==> src/rtl/pipe_stage_skid.sv <==
// Elastic pipeline-stage register with valid/ready handshake,
// flush (bubble insertion) and an optional 2-entry skid buffer.
//
// Ports:
//   clk_i    rising-edge clock
//   start_i  asynchronous active-low reset
//   valid_i  upstream entry valid
//   ready_o  stage can accept (registered when SKID=1)
//   data_i   upstream payload
//   ctrl_i   upstream control bundle
//   flush_i  synchronous kill of held entries and this cycle's input
//   valid_o  downstream entry valid
//   ready_i  downstream accepts
//   data_o   head-entry payload
//   ctrl_o   head-entry control, zero whenever valid_o=0
//   count_o  entries held (0..2)
module pipe_stage_skid #(
    parameter int DATA_W     = 32,
    parameter int CTRL_W     = 12,
    parameter int SKID       = 1,
    parameter int CLEAR_DATA = 0
) (
    input  logic              clk_i,
    input  logic              start_i,
    input  logic              valid_i,
    output logic              ready_o,
    input  logic [DATA_W-1:0] data_i,
    input  logic [CTRL_W-1:0] ctrl_i,
    input  logic              flush_i,
    output logic              valid_o,
    input  logic              ready_i,
    output logic [DATA_W-1:0] data_o,
    output logic [CTRL_W-1:0] ctrl_o,
    output logic [1:0]        count_o
);

    typedef enum logic [1:0] {
        S_EMPTY = 2'd0,
        S_FULL1 = 2'd1,
        S_FULL2 = 2'd2
    } state_t;

    state_t            r_state;
    state_t            w_state_nxt;
    logic [1:0]        r_count;
    logic [1:0]        w_count_nxt;

    logic [DATA_W-1:0] r_main_data;
    logic [CTRL_W-1:0] r_main_ctrl;
    logic [DATA_W-1:0] r_skid_data;
    logic [CTRL_W-1:0] r_skid_ctrl;

    logic              w_valid;
    logic              w_ready;
    logic              w_acc;
    logic              w_deq;
    logic              w_ld_main_in;
    logic              w_ld_main_skid;
    logic              w_ld_skid;

    assign w_valid = (r_state != S_EMPTY);

    // With a skid entry the ready depends only on state, so it
    // never has a combinational path from ready_i.
    generate
        if (SKID != 0) begin : g_skid
            assign w_ready = (r_state != S_FULL2);
        end else begin : g_noskid
            assign w_ready = ~w_valid | ready_i;
        end
    endgenerate

    assign w_acc = valid_i & w_ready;
    assign w_deq = w_valid & ready_i;

    always_comb begin
        w_state_nxt    = r_state;
        w_ld_main_in   = 1'b0;
        w_ld_main_skid = 1'b0;
        w_ld_skid      = 1'b0;
        if (flush_i) begin
            w_state_nxt = S_EMPTY;
        end else begin
            unique case (r_state)
                S_EMPTY: begin
                    if (w_acc) begin
                        w_ld_main_in = 1'b1;
                        w_state_nxt  = S_FULL1;
                    end
                end
                S_FULL1: begin
                    if (w_acc && w_deq) begin
                        w_ld_main_in = 1'b1;
                    end else if (w_acc) begin
                        // unreachable without a skid entry:
                        // acc in FULL1 implies ready_i there
                        if (SKID != 0) begin
                            w_ld_skid   = 1'b1;
                            w_state_nxt = S_FULL2;
                        end
                    end else if (w_deq) begin
                        w_state_nxt = S_EMPTY;
                    end
                end
                S_FULL2: begin
                    if (w_deq) begin
                        w_ld_main_skid = 1'b1;
                        w_state_nxt    = S_FULL1;
                    end
                end
                default: begin
                    w_state_nxt = S_EMPTY;
                end
            endcase
        end
    end

    always_comb begin
        w_count_nxt = 2'd0;
        unique case (w_state_nxt)
            S_FULL1: w_count_nxt = 2'd1;
            S_FULL2: w_count_nxt = 2'd2;
            default: w_count_nxt = 2'd0;
        endcase
    end

    always_ff @(posedge clk_i or negedge start_i) begin
        if (!start_i) begin
            r_state <= S_EMPTY;
            r_count <= 2'd0;
        end else begin
            r_state <= w_state_nxt;
            r_count <= w_count_nxt;
        end
    end

    always_ff @(posedge clk_i or negedge start_i) begin
        if (!start_i) begin
            r_main_data <= '0;
            r_main_ctrl <= '0;
            r_skid_data <= '0;
            r_skid_ctrl <= '0;
        end else if (flush_i) begin
            if (CLEAR_DATA != 0) begin
                r_main_data <= '0;
                r_main_ctrl <= '0;
                r_skid_data <= '0;
                r_skid_ctrl <= '0;
            end
        end else begin
            if (w_ld_main_in) begin
                r_main_data <= data_i;
                r_main_ctrl <= ctrl_i;
            end else if (w_ld_main_skid) begin
                r_main_data <= r_skid_data;
                r_main_ctrl <= r_skid_ctrl;
            end
            if (w_ld_skid) begin
                r_skid_data <= data_i;
                r_skid_ctrl <= ctrl_i;
            end
        end
    end

    assign ready_o = w_ready;
    assign valid_o = w_valid;
    assign data_o  = r_main_data;
    // bubble: an unqualified consumer sees a NOP
    assign ctrl_o  = w_valid ? r_main_ctrl : '0;
    assign count_o = r_count;

endmodule
==> config.mk <==
export PLATFORM = sky130hd
export DESIGN_NAME = pipe_stage_skid
export DESIGN_NICKNAME = d
export VERILOG_FILES = /design/src/rtl/pipe_stage_skid.sv
export SDC_FILE = /design/constraint.sdc
export NUM_CORES = 1
export LEC_CHECK = 0
export CORE_MARGIN = 2
export CORE_UTILIZATION = 40
export CTS_BUF_LIST = sky130_fd_sc_hd__clkbuf_8
export DETAILED_ROUTE_END_ITERATION = 12
export GPL_TIMING_DRIVEN = 0
export PLACE_DENSITY = 0.75
export SYNTH_ARGS = -nofsm -noshare
export SYNTH_HDL_FRONTEND = slang
export SYNTH_SLANG_ARGS = --single-unit
==> constraint.sdc <==
create_clock -name clk_i -period 1.55 [get_ports clk_i]
set_input_delay 0.3875 -clock clk_i [delete_from_list [all_inputs] [get_ports clk_i]]
set_output_delay 0.3875 -clock clk_i [all_outputs]
set_load 0.02 [all_outputs]
==> flow_summary.yaml, run 1 <==
detailed_routing:
  dr.pass1.iters: 4
  vias_per_cell: 4.80
  drt-initial-drc-count: 46
  wl_per_cell_microns: 16.4
  drc: 0
  drt-total-wl_microns: 8890
  postRouteAntennaNets: 0
  vias: 2600
place:
  placed_area_sq_mm: 0.00524
  globalplace.congestion: 0.761
  port_buffers: 96
  dpl_worst_slack_ns: -0.773
  hpwl_microns: 5810
timing:
  setup_slack_ns: -0.266
  slew_headroom_pct: 59.6
  finalHoldViolations: 0
  fin_crit_sh_pct: 117
  finalSetupViolations: 104
  rsz0062_at_grt: "yes"
  fin_tns_setup_ns: -17.41
  slew_viol_final: 0
  tightestPinTransition_ns: 0.606
  fin_skew_ns: 0.0107
  min_period_ns: 1.82
  fmax_mhz: 551
clocking:
  clk_path_buf_depth: 2
  clk_pin_slew_ns: 0.10
  cts_max_level: 3
  cts_tree: "built"
  cts-buffers-inserted: 9
  root_buffer: "clkbuf_8"
  numClockSinks: 92
  holdBufCountCts: 0
  clock_latency_ns: 0.35
power:
  finalPower_uw: 7870
  power.density_mw_per_mm2: 1330
  switching_share_pct: 30.2
  p_leak_uw: 0.00272
  p_sw_uw: 2370
  p_int_uw: 5490
  p_seq_share_pct: 44.9
  clkPwrFrac_pct: 21.3
  power_frac_comb_pct: 33.9
  peakVddDrop_uv: 588
synthesis:
  syn_avg_cell_area_sq_um: 14.8
  ys_seq_area_share_pct: 56.6
  syn_area_sq_mm: 0.00407
  yosysUniqueCellTypes: 17
  netlist_instances: 274
  synth_seq_cells: 92
  yosysWarnings: 0
  syn_nets: 323
global_routing:
  grtUsageTotal_pct: 16.7
  grt_pass1_wl_microns: 14500
  antenna_found_initial: 0
  grt_max_degree: 48
  grt_overflow: 0
  grt_pass1_vias: 2819
floorplanning:
  start_util_pct: 41.4
  core_area_sq_mm: 0.00982
  die_y_microns: 105
  num_rows: 36
  dieArea_sq_mm: 0.0110
  ios: 97
  die_x_microns: 105
layout:
  area_growth_pct: 45.4
  layout-drive-gt1-share_pct: 51.8
  layout_commonest_cell: "mux2_2"
  final_cell_mix: "124 x mux2_2, 91 x dfrtp_1, 44 x clkdlybuf4s50_1, 36 x dlygate4sd2_1, 15 x buf_6"
  fin_util_pct: 60.2
  fillerInstances: 840
  num_antenna_cells: 0
  final_area_sq_mm: 0.00591
  num-nets-final: 453
worst_setup_path:
  crit_path_end_kind: "flop"
  critPathKind: "flop to flop"
  cp.arrival_ns: 2.05
  required_ns: 1.79
  cp-start-kind: "flop"
  path_max_fanout: 10
status:
  violations: "negative setup slack"
  status: "complete, but fails checks"
min_path:
  hold_path.class: "primary input to asynchronous set/reset pin"
job:
  drv_cap: 0
-- kinds of logic (layout without fill, tap and decap cells) --
kind of cell / after synthesis / count (layout) / synth area share [%]
mux: 130 / 130 / 35.9
buf+inv: 17 / 152 / 2.43
simple gates: 27 / 27 / 3.91
flops: 92 / 92 / 56.6
compound gates: 8 / 8 / 1.17
-- per-stage QoR --
step / instances / hold WS (ns)
global placement: 503 / 0.479
global route: 542 / 0.0690
finish: 542 / 0.0378
floorplan: 274 / 0.0919
detailed placement: 504 / 0.438
CTS: 539 / 0.0467
-- path summary, 6_finish.rpt --
check | cells past startpoint | slack [ns] | end | start
max | 7 | -0.27 | data_o[27]$_DFFE_PN0P_ | r_state[1]$_DFF_PN0_
min | 1 | 0.04 | r_skid_data[20]$_DFFE_PN0P_ | start_i
max reg2reg | 7 | -0.27 | data_o[27]$_DFFE_PN0P_ | r_state[1]$_DFF_PN0_
min reg2reg | 1 | 0.51 | r_skid_data[18]$_DFFE_PN0P_ | r_skid_data[18]$_DFFE_PN0P_
max in group asynchronous | 2 | 0.86 | r_skid_ctrl[8]$_DFFE_PN0P_ | start_i
min in group clk_i | 2 | 0.50 | r_state[1]$_DFF_PN0_ | ready_i
-- worst max-delay path, stage by stage, from the launching register on --
cell,delay (ns)
dfrtp_2,0.45
buf_6,0.14
nor3b_4,0.20
nand2_2,0.09
buf_8,0.16
buf_12,0.15
mux2_2,0.27
mux2_2,0.26
-- cells in the mapped netlist, drive strengths merged --
master  count  area, sq um
nor2        7         26.3
clkbuf      2         7.51
nand2b      3         18.8
nor2b      12         75.1
o21ai       1         5.00
o31ai       2         15.0
mux2      126         1420
nor3b       2         25.0
and3        1         6.26
inv         2         7.51
mux2i       4         40.0
o21bai      1         7.51
nand2       2         7.51
dfrtp      92         2300
buf        13         83.8
a21oi       4         20.0
-- routing by layer --
layer | up-vias | global-route usage, % | part of all wire (%)
met5 | - | 0 | 0
met4 | 0 | 5.14 | 0.81
met3 | 4 | 3.24 | 3.3
met2 | 51 | 28.7 | 53
met1 | 1314 | 21.2 | 43
li1 | 1231 | - | -
-- state kept, by name (all words and copies together) (netlist names) --
register and count:
count_o 2, data_o 32, r_skid_data 32, r_state 2, r_skid_ctrl 12, r_main_ctrl 12
-- cell type report --
class                      instances  area, sq um  area share, %
sequential                        92         2300           39.0
multi-input combinational        165         1770           30.0
timing repair buffer             119         1230           20.9
clock inverter                     6         71.3           1.21
inverter                           2         7.51          0.127
clock buffer                      10          138           2.33
tap                              133          166           2.82
buffer                            15          221           3.75
-- power by group through the flow --
stage / Clock [uW] / Sequential, uW / Combinational (uW)
finish: 1670 / 3530 / 2670
global route: 1830 / 3630 / 2860
CTS: 1720 / 3520 / 2610
detailed placement: 0 / 3590 / 2740
global placement: 0 / 3530 / 2680
floorplan: 0 / 3910 / 1190
-- what timing repair did --
item | CTS | global route
setup endpoints to repair | 135 | 105
cloned | 5 | 3
pin swaps | 2 | 0
hold endpoints to repair | 0 | 0
resized for setup | 149 | 32
buffers inserted | 14 | 2
Power figures use the tool's default switching activity.
==> run 2: changes to the inputs <==
--- a/config.mk
+++ b/config.mk
@@ -8,6 +8,7 @@
 export CORE_MARGIN = 2
 export CORE_UTILIZATION = 40
 export CTS_BUF_LIST = sky130_fd_sc_hd__clkbuf_8
+export CTS_CLUSTER_DIAMETER = 50
 export DETAILED_ROUTE_END_ITERATION = 12
 export GPL_TIMING_DRIVEN = 0
 export PLACE_DENSITY = 0.75
==> results of run 2 <==
Final layout, timing and power as in run 1 (identical DEF).
==> run 3: changes to the inputs <==
--- a/config.mk
+++ b/config.mk
@@ -9,6 +9,7 @@
 export CORE_UTILIZATION = 40
 export CTS_BUF_LIST = sky130_fd_sc_hd__clkbuf_8
 export CTS_CLUSTER_DIAMETER = 50
+export CTS_CLUSTER_SIZE = 28
 export DETAILED_ROUTE_END_ITERATION = 12
 export GPL_TIMING_DRIVEN = 0
 export PLACE_DENSITY = 0.75
==> constraint.sdc (replaced) <==
create_clock -name clk_i -period 1.5 [get_ports clk_i]
set_input_delay 0.375 -clock clk_i [delete_from_list [all_inputs] [get_ports clk_i]]
set_output_delay 0.375 -clock clk_i [all_outputs]
set_load 0.02 [all_outputs]
==> run 3 against run 2 <==
The flow still finishes with violations (negative setup slack). Combinational power hardly changed. Clock power is 5% higher. Non-clock buffer count is 3 higher. Die area stayed put. Worst hold slack worse by 0.0058 ns. Global-route usage is 0.29 points lower. Core utilization is 0.42 points higher. Clock-buffer cell count is 1 lower. Sequential power is 3% higher. Cell count is 0.37% higher. Sequential share of layout area is 0.27 points lower.
==> flow_summary.yaml, run 3 (synthesis results as in run 1) <==
detailed_routing:
  wl_per_cell_microns: 16.1
  vias: 2613
  dr.pass1.iters: 3
  drt-total-wl_microns: 8760
  postRouteAntennaNets: 0
  drc: 0
  vias_per_cell: 4.80
  drt-initial-drc-count: 31
layout:
  final_cell_mix: "123 x mux2_2, 91 x dfrtp_1, 44 x clkdlybuf4s50_1, 37 x dlygate4sd2_1"
  layout_commonest_cell: "mux2_2"
  final_area_sq_mm: 0.00595
  fillerInstances: 836
  area_growth_pct: 46.4
  num_antenna_cells: 0
  layout-drive-gt1-share_pct: 50.6
  fin_util_pct: 60.6
  num-nets-final: 456
floorplanning:
  die_y_microns: 105
  ios: 97
  dieArea_sq_mm: 0.0110
  core_area_sq_mm: 0.00982
  num_rows: 36
  start_util_pct: 41.4
  die_x_microns: 105
clocking:
  root_buffer: "clkbuf_8"
  cts_max_level: 3
  clock_latency_ns: 0.35
  clk_path_buf_depth: 2
  clk_pin_slew_ns: 0.09
  cts-buffers-inserted: 9
  holdBufCountCts: 0
  numClockSinks: 92
  cts_tree: "built"
min_path:
  hold_path.class: "primary input to asynchronous set/reset pin"
place:
  placed_area_sq_mm: 0.00525
  globalplace.congestion: 0.729
  hpwl_microns: 5620
  port_buffers: 96
timing:
  slew_headroom_pct: 58.3
  tightestPinTransition_ns: 0.626
  slew_viol_final: 0
  finalHoldViolations: 0
  setup_slack_ns: -0.325
  rsz0062_at_grt: "yes"
  fin_tns_setup_ns: -25.28
  fin_crit_sh_pct: 122
  fmax_mhz: 548
  finalSetupViolations: 104
  min_period_ns: 1.83
  fin_skew_ns: 0.00960
worst_setup_path:
  cp.arrival_ns: 2.06
  critPathKind: "flop to flop"
  crit_path_end_kind: "flop"
  r2r_start: "r_state[1]$_DFF_PN0_"
  required_ns: 1.74
  path_max_fanout: 5
  startpoint: "r_state[1]$_DFF_PN0_"
  cp-start-kind: "flop"
power:
  finalPower_uw: 8090
  peakVddDrop_uv: 687
  power.density_mw_per_mm2: 1360
  p_leak_uw: 0.00274
global_routing:
  grt_pass1_vias: 2726
  grt_pass1_wl_microns: 14200
  antenna_found_initial: 0
  grt_overflow: 0
  grtUsageTotal_pct: 16.4
  grt_max_degree: 48
status:
  violations: "negative setup slack"
  status: "complete, but fails checks"
job:
  drv_cap: 0
-- run 3: cell count changes in the layout (fill, tap and decap cells not counted), moves of 2 or more --
cell      before  now
inv_1          1    4
clkinv_4       2    0
buf_12         4    6
buf_16         3    6
nor2b_4        8    0
buf_2          5    8
o31ai_1        2    0
o31ai_2        0    2
buf_6         15   11
nor2b_1        4   11
-- run 3: worst max-delay path: stages, from the launching register on --
cell and delay, ns:
dfrtp_2 0.44, buf_12 0.14, nor3b_4 0.21, nand2_2 0.10
buf_4 0.16, clkbuf_16 0.15, mux2_2 0.26, mux2_2 0.26
-- run 3: where the power goes --
group	leakage, uW	switching [uW]	internal, uW
clock network	0.000104	839	919
logic	0.00151	1170	1530
registers	0.00112	364	3280
-- run 3: what timing repair did --
action | CTS | global route
pin swaps | 3 | 6
endpoints found under the hold margin | 0 | 0
cloned | 6 | 1
buffers inserted | 10 | 8
setup endpoints to repair | 136 | 104
resized for setup | 145 | 25
-- run 3: worst paths after layout --
kind	slack, ns	cells after the start	to
max	-0.33	7	data_o[16]$_DFFE_PN0P_
min	0.03	1	data_o[28]$_DFFE_PN0P_
min in group clk_i	0.50	1	r_main_ctrl[5]$_DFFE_PN0P_
min reg2reg	0.50	1	r_main_ctrl[5]$_DFFE_PN0P_
max reg2reg	-0.33	7	data_o[16]$_DFFE_PN0P_
max in group asynchronous	0.82	2	r_skid_data[9]$_DFFE_PN0P_
-- run 3: per-stage QoR --
step | hold slack (ns) | cells | worst slack (ns)
after global placement | 0.481 | 503 | -3.32
after CTS | 0.0462 | 535 | -0.318
after floorplan | 0.0794 | 274 | -0.0844
final | 0.0320 | 544 | -0.325
after detailed placement | 0.436 | 504 | -0.816
after global routing | 0.0748 | 544 | -0.385
-- run 3: final cells by class --
type                       instances  area (sq um)  area share [%]
buffer                            15           255            4.29
clock inverter                     6          82.6            1.39
timing repair buffer             122          1270            21.3
tap                              133           166            2.80
multi-input combinational        165          1740            29.3
inverter                           2          7.51           0.126
sequential                        92          2300            38.7
clock buffer                       9           124            2.08
-- run 3: layer usage --
| metal | wire length [microns] | vias up | GRT usage, % | part of all wire [%] |
|---|---|---|---|---|
| li1 | - | 1234 | - | - |
| met1 | 3990 | 1307 | 22.0 | 46 |
| met2 | 4270 | 62 | 26.7 | 49 |
| met3 | 381 | 10 | 3.49 | 4.4 |
| met4 | 116 | 0 | 4.86 | 1.3 |
| met5 | 0 | - | 0 | 0 |
